$ cat src/rtl/lsu_aligned.sv
// lsu_aligned: single-outstanding load/store unit with lane steering, load extension, misalignment and timeout errors
module lsu_aligned #(
  parameter int DATA_WIDTH      = 32,
  parameter int BYTE_DATA_WIDTH = DATA_WIDTH/8,
  parameter int OFFSET_BITS     = $clog2(BYTE_DATA_WIDTH),
  parameter int TIMEOUT_CYCLES  = 256
) (
  input  logic                       clk,
  input  logic                       rst,
  input  logic                       mem_req,
  output logic                       mem_ready,
  input  logic                       mem_we,
  input  logic [1:0]                 mem_size,
  input  logic                       mem_unsigned,
  input  logic [DATA_WIDTH-1:0]      mem_addr,
  input  logic [DATA_WIDTH-1:0]      mem_wdata,
  output logic                       mem_valid,
  output logic                       mem_error,
  output logic [DATA_WIDTH-1:0]      result_data,
  output logic                       data_req,
  output logic [DATA_WIDTH-1:0]      data_addr,
  output logic                       data_we,
  output logic [BYTE_DATA_WIDTH-1:0] byte_enable,
  output logic [DATA_WIDTH-1:0]      wdata,
  input  logic                       data_valid,
  input  logic [DATA_WIDTH-1:0]      rdata
);
  typedef enum logic [1:0] {S_IDLE, S_ACCESS, S_RESP} state_t;
  localparam int CW = TIMEOUT_CYCLES > 1 ? $clog2(TIMEOUT_CYCLES) : 1;
  state_t state;
  logic [CW-1:0] cnt;
  logic [1:0] size_q;
  logic uns_q;
  logic [OFFSET_BITS-1:0] off_q, off;
  logic [BYTE_DATA_WIDTH-1:0] be_base;
  logic [DATA_WIDTH-1:0] sh, ext;
  logic bad, sign, timeout;
  int nbytes, nbits;
  always_comb begin
    off = mem_addr[OFFSET_BITS-1:0];
    nbytes = 1 << mem_size;
    bad = nbytes > BYTE_DATA_WIDTH || (off & OFFSET_BITS'(nbytes - 1)) != '0;
    for (int i = 0; i < BYTE_DATA_WIDTH; i++) be_base[i] = i < nbytes;
    sh = rdata >> {off_q, 3'b000};
    nbits = 8 << size_q;
    sign = ~uns_q & (size_q == 2'd0 ? sh[7] : size_q == 2'd1 ? sh[15] : size_q == 2'd2 ? sh[31] : sh[DATA_WIDTH-1]);
    for (int i = 0; i < DATA_WIDTH; i++) ext[i] = i < nbits ? sh[i] : sign;
    timeout = TIMEOUT_CYCLES != 0 && cnt == CW'(TIMEOUT_CYCLES - 1);
  end
  always_ff @(posedge clk) begin
    if (rst) begin
      state <= S_IDLE;
      cnt <= '0;
      size_q <= '0;
      uns_q <= 1'b0;
      off_q <= '0;
      mem_ready <= 1'b1;
      mem_valid <= 1'b0;
      mem_error <= 1'b0;
      result_data <= '0;
      data_req <= 1'b0;
      data_addr <= '0;
      data_we <= 1'b0;
      byte_enable <= '0;
      wdata <= '0;
    end else begin
      case (state)
        S_IDLE: if (mem_req) begin
          mem_ready <= 1'b0;
          size_q <= mem_size;
          uns_q <= mem_unsigned;
          off_q <= off;
          data_we <= mem_we;
          data_addr <= {mem_addr[DATA_WIDTH-1:OFFSET_BITS], {OFFSET_BITS{1'b0}}};
          byte_enable <= be_base << off;
          wdata <= mem_wdata << {off, 3'b000};
          cnt <= '0;
          result_data <= '0;
          if (bad) begin
            state <= S_RESP;
            mem_valid <= 1'b1;
            mem_error <= 1'b1;
          end else begin
            state <= S_ACCESS;
            data_req <= 1'b1;
          end
        end
        S_ACCESS: begin
          cnt <= cnt + CW'(1);
          if (data_valid) begin
            data_req <= 1'b0;
            mem_valid <= 1'b1;
            result_data <= data_we ? '0 : ext;
            state <= S_RESP;
          end else if (timeout) begin
            data_req <= 1'b0;
            mem_valid <= 1'b1;
            mem_error <= 1'b1;
            state <= S_RESP;
          end
        end
        S_RESP: begin
          mem_valid <= 1'b0;
          mem_error <= 1'b0;
          mem_ready <= 1'b1;
          cnt <= '0;
          state <= S_IDLE;
        end
        default: state <= S_IDLE;
      endcase
    end
  end
endmodule
$ cat config.mk
export PLATFORM = sky130hd
export DESIGN_NAME = lsu_aligned
export DESIGN_NICKNAME = d
export VERILOG_FILES = /design/src/rtl/lsu_aligned.sv
export SDC_FILE = /design/constraint.sdc
export NUM_CORES = 1
export LEC_CHECK = 0
export CAP_MARGIN = 15
export CORE_ASPECT_RATIO = 1.1
export CORE_MARGIN = 8
export CORE_UTILIZATION = 47
export CTS_CLUSTER_SIZE = 14
export DETAILED_ROUTE_END_ITERATION = 7
export PLACE_DENSITY = 0.86
export SLEW_MARGIN = 20
export SYNTH_ARGS = -nofsm -noshare
export SYNTH_HDL_FRONTEND = slang
export SYNTH_SLANG_ARGS = --single-unit
$ cat constraint.sdc
create_clock -name clk -period 3.3 [get_ports clk]
set_input_delay 0.99 -clock clk [delete_from_list [all_inputs] [get_ports clk]]
set_output_delay 0.99 -clock clk [all_outputs]
set_load 0.1 [all_outputs]
# Word-level counts from Yosys, hierarchy flattened
# Cells that the tools add are included.
[op_classes]
n_eq_ne = 11
add_sub_neg = 2
reduce_logical = 15
bitwise = 3
n_mux = 59
shift = 5
order_cmp = 37
[op_table]
columns = ["op", "n"]
rows = [
  ["< comparator 6 x 32 -> 1 bit, first input constant", 16],
  ["< comparator 5 x 32 -> 1 bit, first input constant", 8],
  ["< comparator 3 x 32 -> 1 bit, first input constant", 4],
  ["< comparator 4 x 32 -> 1 bit, first input constant", 4],
  ["2-to-1 mux 32 bit", 3],
  ["< comparator 1 x 32 -> 1 bit, first input constant", 2],
  ["< comparator 2 x 32 -> 1 bit, first input constant", 2],
  ["case mux 32 bit (2 select lines)", 1],
  ["2-to-1 mux 1 bit", 44],
  ["greater-than comparator 32 x 4 -> 1 bit, second input constant", 1],
  ["left shift 1 x 2 -> 32 bit, first input constant", 1],
  ["left shift 32 x 5 -> 32 bit", 1],
  ["left shift 4 x 2 -> 32 bit, first input constant", 1],
  ["right shift 32 x 5 -> 32 bit", 1],
  ["case mux 8 bit (3 select lines)", 1],
  ["inequality test 2 bit, second input constant", 6],
  ["adder 8 x 1 -> 8 bit, second input constant", 1],
  ["== test 8 bit, second input constant", 1],
  ["2-to-1 mux 2 bit", 4],
  ["2-to-1 mux 8 bit", 1],
  ["AND reduction 2 bit", 4],
  ["AND reduction 4 bit", 2],
  ["case mux 1 bit (3 select lines)", 2],
  ["nonzero test 2 bit", 3],
  ["other kinds (15)", 18],
]
[totals]
regBits = 118
out_inout_bits = 105
wordCells = 146

# Longest topological paths before layout
# Gate-level depths: netlist of run 1.
[depth]
depth_word = 8
depth_mapped = 7
mapped_depth_nobuf = 5

# Worst setup path before layout of run 1
# OpenSTA, ideal clock, no wires.
[synth_path]
path_type = "input to register"
from = "input port rdata[31]"
to = "register result_data[18]"
required_ns = 3.166
path_buffers = 1
t_arrival_ns = 1.977
setup_slack_ns = 1.189
path_stages = 4
path_cell_list = "mux4_2 > mux2i_4 > buf_4 > o22ai_1"
[synth_between]
elab_chain_cells = 8
[synth_rtl]
columns = ["element", "line_no", "source"]
rows = [
  ["start: declaration", "26", "input logic [DATA_WIDTH-1:0] rdata"],
  ["right shift 32 x 5 -> 32 bit (*)", "44", "sh = rdata >> {off_q, 3'b000};"],
  ["2-to-1 mux 1 bit", "46", "sign = ~uns_q & (size_q == 2'd0 ? sh[7] : size_q == 2'd1 ? sh[15] : size_q == 2'd2 ? sh[31] : sh[DATA_WIDTH-1] ..."],
  ["2-to-1 mux 1 bit (*)", "46", ""],
  ["bitwise AND 1 bit (*)", "46", ""],
  ["2-to-1 mux 1 bit (*)", "47", "for (int i = 0; i < DATA_WIDTH; i++) ext[i] = i < nbits ? sh[i] : sign;"],
  ["2-to-1 mux 32 bit (*)", "93", "result_data <= data_we ? '0 : ext;"],
  ["2-to-1 mux 32 bit (*)", "90", "if (data_valid) begin"],
  ["case mux 32 bit (2 select lines) (*)", "67", "case (state)"],
  ["end signal: assignment", "93", ""],
  ["end: declaration", "19", "output logic [DATA_WIDTH-1:0] result_data,"],
]
# Every way passes the cells marked *; elsewhere a longest branch is shown, timed or not. The select of a mux whose other input is x is not followed.
# A chain may end at the register's enable or synchronous reset.

# Worst setup path in the final report of run 1
[layout_path]
from = "input port mem_req"
to = "register wdata[21]"
[layout_between]
elab_chain_cells = 1
[layout_rtl]
columns = ["element", "line_no", "source"]
rows = [
  ["start: declaration", "10", "input logic mem_req,"],
  ["AND reduction 2 bit (no source line)", "-", ""],
  ["end signal: assignment", "76", "wdata <= mem_wdata << {off, 3'b000};"],
  ["end: declaration", "24", "output logic [DATA_WIDTH-1:0] wdata,"],
]
# No other way between the ends.

==> results of run 1 <==
==> Yosys cell counts, types with 2 or more instances <==
master     count
buf_2         17
a211o_1        7
dfxtp_1      118
a32oi_1        7
nand2b_1       4
nor2b_1       12
or2_2          2
a222oi_1       8
a22o_1         8
or3_1          3
nand3b_1       3
a21oi_1       72
o211ai_1       8
nand3_1        6
buf_4          3
inv_1          2
o2bb2ai_1      3
nand2_1       97
nor2_1        51
o21ai_0       17
clkbuf_1      31
o22ai_1       17
a22oi_1       18
mux2i_1       25
mux2_2        16
a2bb2oi_1      8
buf_1          2
buf_6          2
nor3_1        14
==> metrics by stage <==
step	area, µm²	util (%)	cells	setup slack (ns)	hold slack [ns]
5_1_grt	7620	70.1	949	0.581	0.471
4_1_cts	7620	70.1	949	0.683	0.458
2_1_floorplan	5220	-	605	1.19	0.440
3_3_place_gp	7070	65.1	917	0.344	0.443
6_report	7620	70.1	949	0.631	0.457
3_5_place_dp	7070	65.1	917	0.286	0.450
==> layout make-up <==
| class | count | area [µm²] | area share [%] |
|---|---|---|---|
| multi-input combinational | 430 | 2600 | 34.1 |
| inverter | 2 | 7.51 | 0.0986 |
| sequential | 118 | 2360 | 31.0 |
| timing repair buffer | 220 | 1920 | 25.2 |
| tap | 147 | 184 | 2.41 |
| clock buffer | 22 | 464 | 6.09 |
| clock inverter | 10 | 80.1 | 1.05 |
==> critical path: stages <==
cell and delay, ns:
clkdlybuf4s50_1 0.57, or3b_2 0.73, nor2_2 0.42, a222oi_1 0.14, nor2_1 0.13
==> logic make-up after synthesis <==
group	after synthesis	synth area share, %
AND/OR/NAND/NOR	202	17.4
AO/OA/AOI/OAI	182	22.9
flip-flops	118	45.3
buffers and inverters	57	5.01
multiplexers	43	9.12
adder cells (fa/ha/maj)	1	0.240
other	1	0.0719
==> power groups by stage <==
| stage | logic [mW] | clock network [mW] | registers, mW |
|---|---|---|---|
| 2_1_floorplan | 0.344 | 0 | 2.04 |
| 3_3_place_gp | 1.12 | 0 | 1.58 |
| 3_5_place_dp | 1.14 | 0 | 1.58 |
| 4_1_cts | 1.14 | 1.70 | 1.55 |
| 5_1_grt | 1.19 | 1.78 | 1.56 |
| 6_report | 1.14 | 1.68 | 1.55 |
==> how the worst min path moves through the flow <==
| stage | end | slack, ns |
|---|---|---|
| 2_1_floorplan | uns_q$_SDFFE_PP0P_ | 0.44 |
| 3_3_place_gp | data_addr[22]$_SDFFE_PP0P_ | 0.44 |
| 3_5_place_dp | data_addr[14]$_SDFFE_PP0P_ | 0.45 |
| 4_1_cts | data_addr[6]$_SDFFE_PP0P_ | 0.46 |
| 5_1_grt | data_addr[16]$_SDFFE_PP0P_ | 0.47 |
| 6_report | data_addr[14]$_SDFFE_PP0P_ | 0.46 |
==> flip-flops by register name, summed over array words and instances (netlist names) <==
signal and cells:
result_data 32, wdata 32, data_addr 30, cnt 8, byte_enable 4, off_q 2, size_q 2, state 2
data_req 1, data_we 1, mem_error 1, mem_ready 1, mem_valid 1, uns_q 1
==> layer usage <==
| layer | part of all wire (%) | global-route usage [%] |
|---|---|---|
| met1 | 38 | 26.2 |
| met2 | 49 | 39.0 |
| met3 | 11 | 9.49 |
| met4 | 1.9 | 8.48 |
| met5 | 0 | 0 |
==> flow_summary.ini, run 1 <==
[run_status]
status = completed

[global_routing]
antenna_found_initial = 0
grt_start_max_net_pins = 59
grt_pass1_wl_mm = 27.3
grt_use_total_pct = 23.4
grt_overflow = 0
grt_pass1_vias = 5313

[floorplan]
die_w_um = 116
dieArea_um2 = 14700
fp.coreArea_um2 = 10900
placementRows = 40
ios = 209
fp.dieH_um = 126
initial_core_util_pct = 48.0

[cells_and_area]
final_cell_mix = dfxtp_1, buf_4, clkdlybuf4s50_1
syn2layout_area_growth_pct = 46.1
layout_commonest_cell = dfxtp_1
diodes = 0
n_fill_cell = 833
drive_gt1_share_pct = 21.6
final_nets = 894

[worst_setup_path]
crit_start = mem_req
crit-reg2reg-launch = off_q[0]$_SDFFE_PP0P_
cp-start-kind = primary input
end_kind = register
reg2reg_setup_slack_ns = 1.17
r2r-end = result_data[23]$_SDFFE_PP0P_
worstPathArrival_ns = 3.00
crit_fanout = 26
cp-endpoint = wdata[21]$_SDFFE_PP0P_
path_class = in -> reg
cp.required_ns = 3.63
reg2reg_depth = 5

[clock_tree]
cts_tree = built
clk_path_buf_depth = 2
path_clk_slew_ns = 0.05
root_buffer = clkbuf_16
postCtsSetupRepairBufs = 0
htreeDepth = 4
holdBufCountCts = 0
insertion_delay_ns = 0.40
cts_resized = 0
numCtsBuffers = 17
clock-sinks = 118

[drt]
drc = 0
via_count = 5388
postRouteAntennaNets = 0
avgRoutedWirePerCell_um = 18.8
vias_per_cell = 5.68
wl_mm = 17.8
drt-initial-drc-count = 476
dr.pass1.iters = 5

[synthesis]
synth_async_sr_flop_share_pct = 0
synth_top_area_share_pct = 45.3
yosysTopAreaCell = dfxtp_1
avgSynthCellArea_um2 = 8.63
synth_enable_flop_cells = 0
synthTopCellsByArea = dfxtp_1, nand2_1, a21oi_1
synth_cells = 604
yosysSeqAreaShare_pct = 45.3
ys_types = 52
ys.flop_type = dfxtp_1
synth_warnings = 0
synth_area_um2 = 5220
ys_ff_latch = 118

[power_and_ir_drop]
p_per_area_nw_per_um2 = 574
pwr-share-clk_pct = 38.3
power.total_mw = 4.38
p_int_mw = 2.90
seqPwrFrac_pct = 35.5
p_leak_nw = 3.10
pwr-share-comb_pct = 26.2
vdd_drop_max_v = 0.000347
p_switching_mw = 1.47
switching_share_pct = 33.6

[job]
drv_cap = 0

[sta]
tightest_slew_ns = 0.803
skew_ns = 0.00827
rsz0062_at_grt = no
fmax_mhz = 375
final-max-slew-violation-count = 0
min_period_over_period_pct = 80.9
relSlewSlack_pct = 46.3
report.final.setup_viol = 0
fin_tns_setup_ns = 0
hold_viol = 0
fin_crit_ns = 2.67

[placement]
hpwlAfterDp_mm = 12.9
io_buffers = 206
gp_congestion = 0.899

[worst_hold_path]
min_from = data_addr[14]$_SDFFE_PP0P_
holdPathStages = 2
holdCritPathClass = reg -> reg
Power figures use the tool's default switching activity.
==> run 2: changes to the inputs <==
--- a/config.mk
+++ b/config.mk
@@ -8,10 +8,10 @@
 export CAP_MARGIN = 15
 export CORE_ASPECT_RATIO = 1.1
 export CORE_MARGIN = 8
-export CORE_UTILIZATION = 47
+export CORE_UTILIZATION = 39
 export CTS_CLUSTER_SIZE = 14
 export DETAILED_ROUTE_END_ITERATION = 7
-export PLACE_DENSITY = 0.86
+export PLACE_DENSITY = 0.76
 export SLEW_MARGIN = 20
 export SYNTH_ARGS = -nofsm -noshare
 export SYNTH_HDL_FRONTEND = slang
==> constraint.sdc (replaced) <==
create_clock -name clk -period 2.2 [get_ports clk]
set_input_delay 0.66 -clock clk [delete_from_list [all_inputs] [get_ports clk]]
set_output_delay 0.66 -clock clk [all_outputs]
set_load 0.1 [all_outputs]
==> run 2 against run 1 <==
Sequential share of layout area shrank 2.0 points. Critical path depth is the same. Combinational power grew 60%. First-iteration DRC count shrank 16%. Non-clock buffer count grew 29. Sequential power grew 50%. Cell area grew 6.8%. Utilization shrank 8.3 points. Critical path type unchanged. Largest cell class unchanged. Largest power group unchanged. Highest routed layer unchanged.
==> flow_summary.ini, run 2 (synthesis results as in run 1) <==
[global_routing]
grt_pass1_wl_mm = 28.1
antenna_found_initial = 0
grt_overflow = 0
grt_pass1_vias = 5503
grt_use_total_pct = 20.0
grt_start_max_net_pins = 62

[drt]
vias_per_cell = 5.44
postRouteAntennaNets = 0
dr.pass1.iters = 5
via_count = 5394
drt-initial-drc-count = 398
wl_mm = 17.9
avgRoutedWirePerCell_um = 18.1
drc = 0

[worst_setup_path]
slowest_stage = or3b_2
path_class = in -> reg
cp_top_family = buffers and inverters
end_kind = register
worstPathArrival_ns = 2.29
crit_fanout = 11
reg2reg_depth = 4
crit_buf_inv = 2
worstPathCellList = clkdlybuf4s50_1 -> or3b_2 -> buf_4 -> a222oi_1 -> nor2_1
r2r-end = result_data[12]$_SDFFE_PP0P_
crit-reg2reg-launch = state[0]$_SDFFE_PP0P_
reg2reg_setup_slack_ns = 0.36
cp-start-kind = primary input
cp.required_ns = 2.47
cpPeakStageDelay_ns = 0.53

[job]
drv_cap = 0

[power_and_ir_drop]
p_switching_mw = 2.29
power.total_mw = 6.90
pwr-share-clk_pct = 39.8
pwr-share-comb_pct = 26.4
seqPwrFrac_pct = 33.8
vdd_drop_max_v = 0.000488
p_per_area_nw_per_um2 = 849
switching_share_pct = 33.1
p_leak_nw = 3.32
p_int_mw = 4.62

[cells_and_area]
diodes = 0
reg_top3 = result_data: 32 flops, wdata: 32 flops, data_addr: 30 flops
drive_gt1_share_pct = 24.5
final_nets = 923
layout_commonest_cell = buf_4
syn2layout_area_growth_pct = 56.0
final_cell_mix = buf_4, dfxtp_1, clkdlybuf4s50_1
fin_cells = 992
design_area_um2 = 8140

[placement]
hpwlAfterDp_mm = 13.4
dp_cells = 960
io_buffers = 206
dpl_cell_area_um2 = 7550
gp_congestion = 0.852

[sta]
fmax_mhz = 496
skew_ns = 0.00927
rsz0062_at_grt = no
hold_viol = 0
fin_crit_ns = 2.02
report.final.setup_viol = 0
tightest_slew_ns = 0.647
final-max-slew-violation-count = 0
relSlewSlack_pct = 56.9
min_period_over_period_pct = 91.6

[worst_hold_path]
min_from = data_addr[4]$_SDFFE_PP0P_
holdCritPathClass = reg -> reg
holdPathStages = 2
hold_end = data_addr[4]$_SDFFE_PP0P_

[clock_tree]
htreeDepth = 4
root_buffer = clkbuf_16
numCtsBuffers = 17
clock-sinks = 118
path_clk_slew_ns = 0.06
insertion_delay_ns = 0.40
cts_tree = built
clk_path_buf_depth = 2
postCtsSetupRepairBufs = 0
holdBufCountCts = 0
cts_resized = 0

[floorplan]
ios = 209
fp.coreArea_um2 = 13200
initial_core_util_pct = 39.6
placementRows = 44
fp.dieH_um = 137
die_w_um = 126
dieArea_um2 = 17300

[run_status]
status = completed
## run 2: changes by cell type in the layout (fill, tap and decap cells not counted), sizes merged
cell / change
bufinv: +2
clkinvlp: +1
clkinv: +1
clkbuf: -4
buf: +29
## run 2: how the worst max path moves through the flow
stage                         start  slack [ns]  cells past startpoint                      endpoint
3_3_place_gp                mem_req       -0.23                      5        wdata[23]$_SDFFE_PP0P_
4_1_cts                     mem_req        0.21                      5        wdata[23]$_SDFFE_PP0P_
5_1_grt                     mem_req        0.12                      7   byte_enable[1]$_SDFFE_PP0P_
3_5_place_dp                mem_req       -0.23                      5        wdata[21]$_SDFFE_PP0P_
2_1_floorplan  data_we$_SDFFE_PP0P_        0.14                      6  result_data[18]$_SDFFE_PP0P_
6_report                    mem_req        0.18                      5        wdata[21]$_SDFFE_PP0P_
## run 2: worst register-to-register path, stage by stage (launching register included)
cell	delay [ns]
dfxtp_1	0.60
mux2i_1	0.23
or2_2	0.19
nor2b_1	0.52
a22o_1	0.24
## run 2: area by class of cell
cell class              instances  area [µm²]
fillers                      1064        5020
multi-input cells             430        2600
repair buffers                249        2370
flip-flops and latches        118        2360
clock buffers                  18         429
well taps                     161         201
clock inverters                14         160
inverters                       2        7.51
## run 2: through the flow
step	TNS (ns)	util (%)	setup WS [ns]	hold slack [ns]
2_1_floorplan	0	-	0.141	0.440
3_3_place_gp	-10.03	57.4	-0.225	0.443
3_5_place_dp	-11.85	57.4	-0.231	0.449
4_1_cts	0	61.8	0.207	0.457
5_1_grt	0	61.8	0.118	0.473
6_report	0	61.8	0.184	0.455
## run 2: power groups by stage
stage	Sequential, mW	Clock [mW]	Combinational, mW
after floorplan	3.06	0	0.516
after global placement	2.37	0	1.79
after detailed placement	2.37	0	1.82
after CTS	2.33	2.81	1.82
after global routing	2.34	2.90	1.91
final	2.33	2.75	1.82
## run 2: per-layer routing
layer	vias up	wire length [µm]	track usage, %
li1	2591	-	-
met1	2513	7260	22.7
met2	257	8800	34.3
met3	33	1450	6.39
met4	0	417	8.63
met5	-	0	0
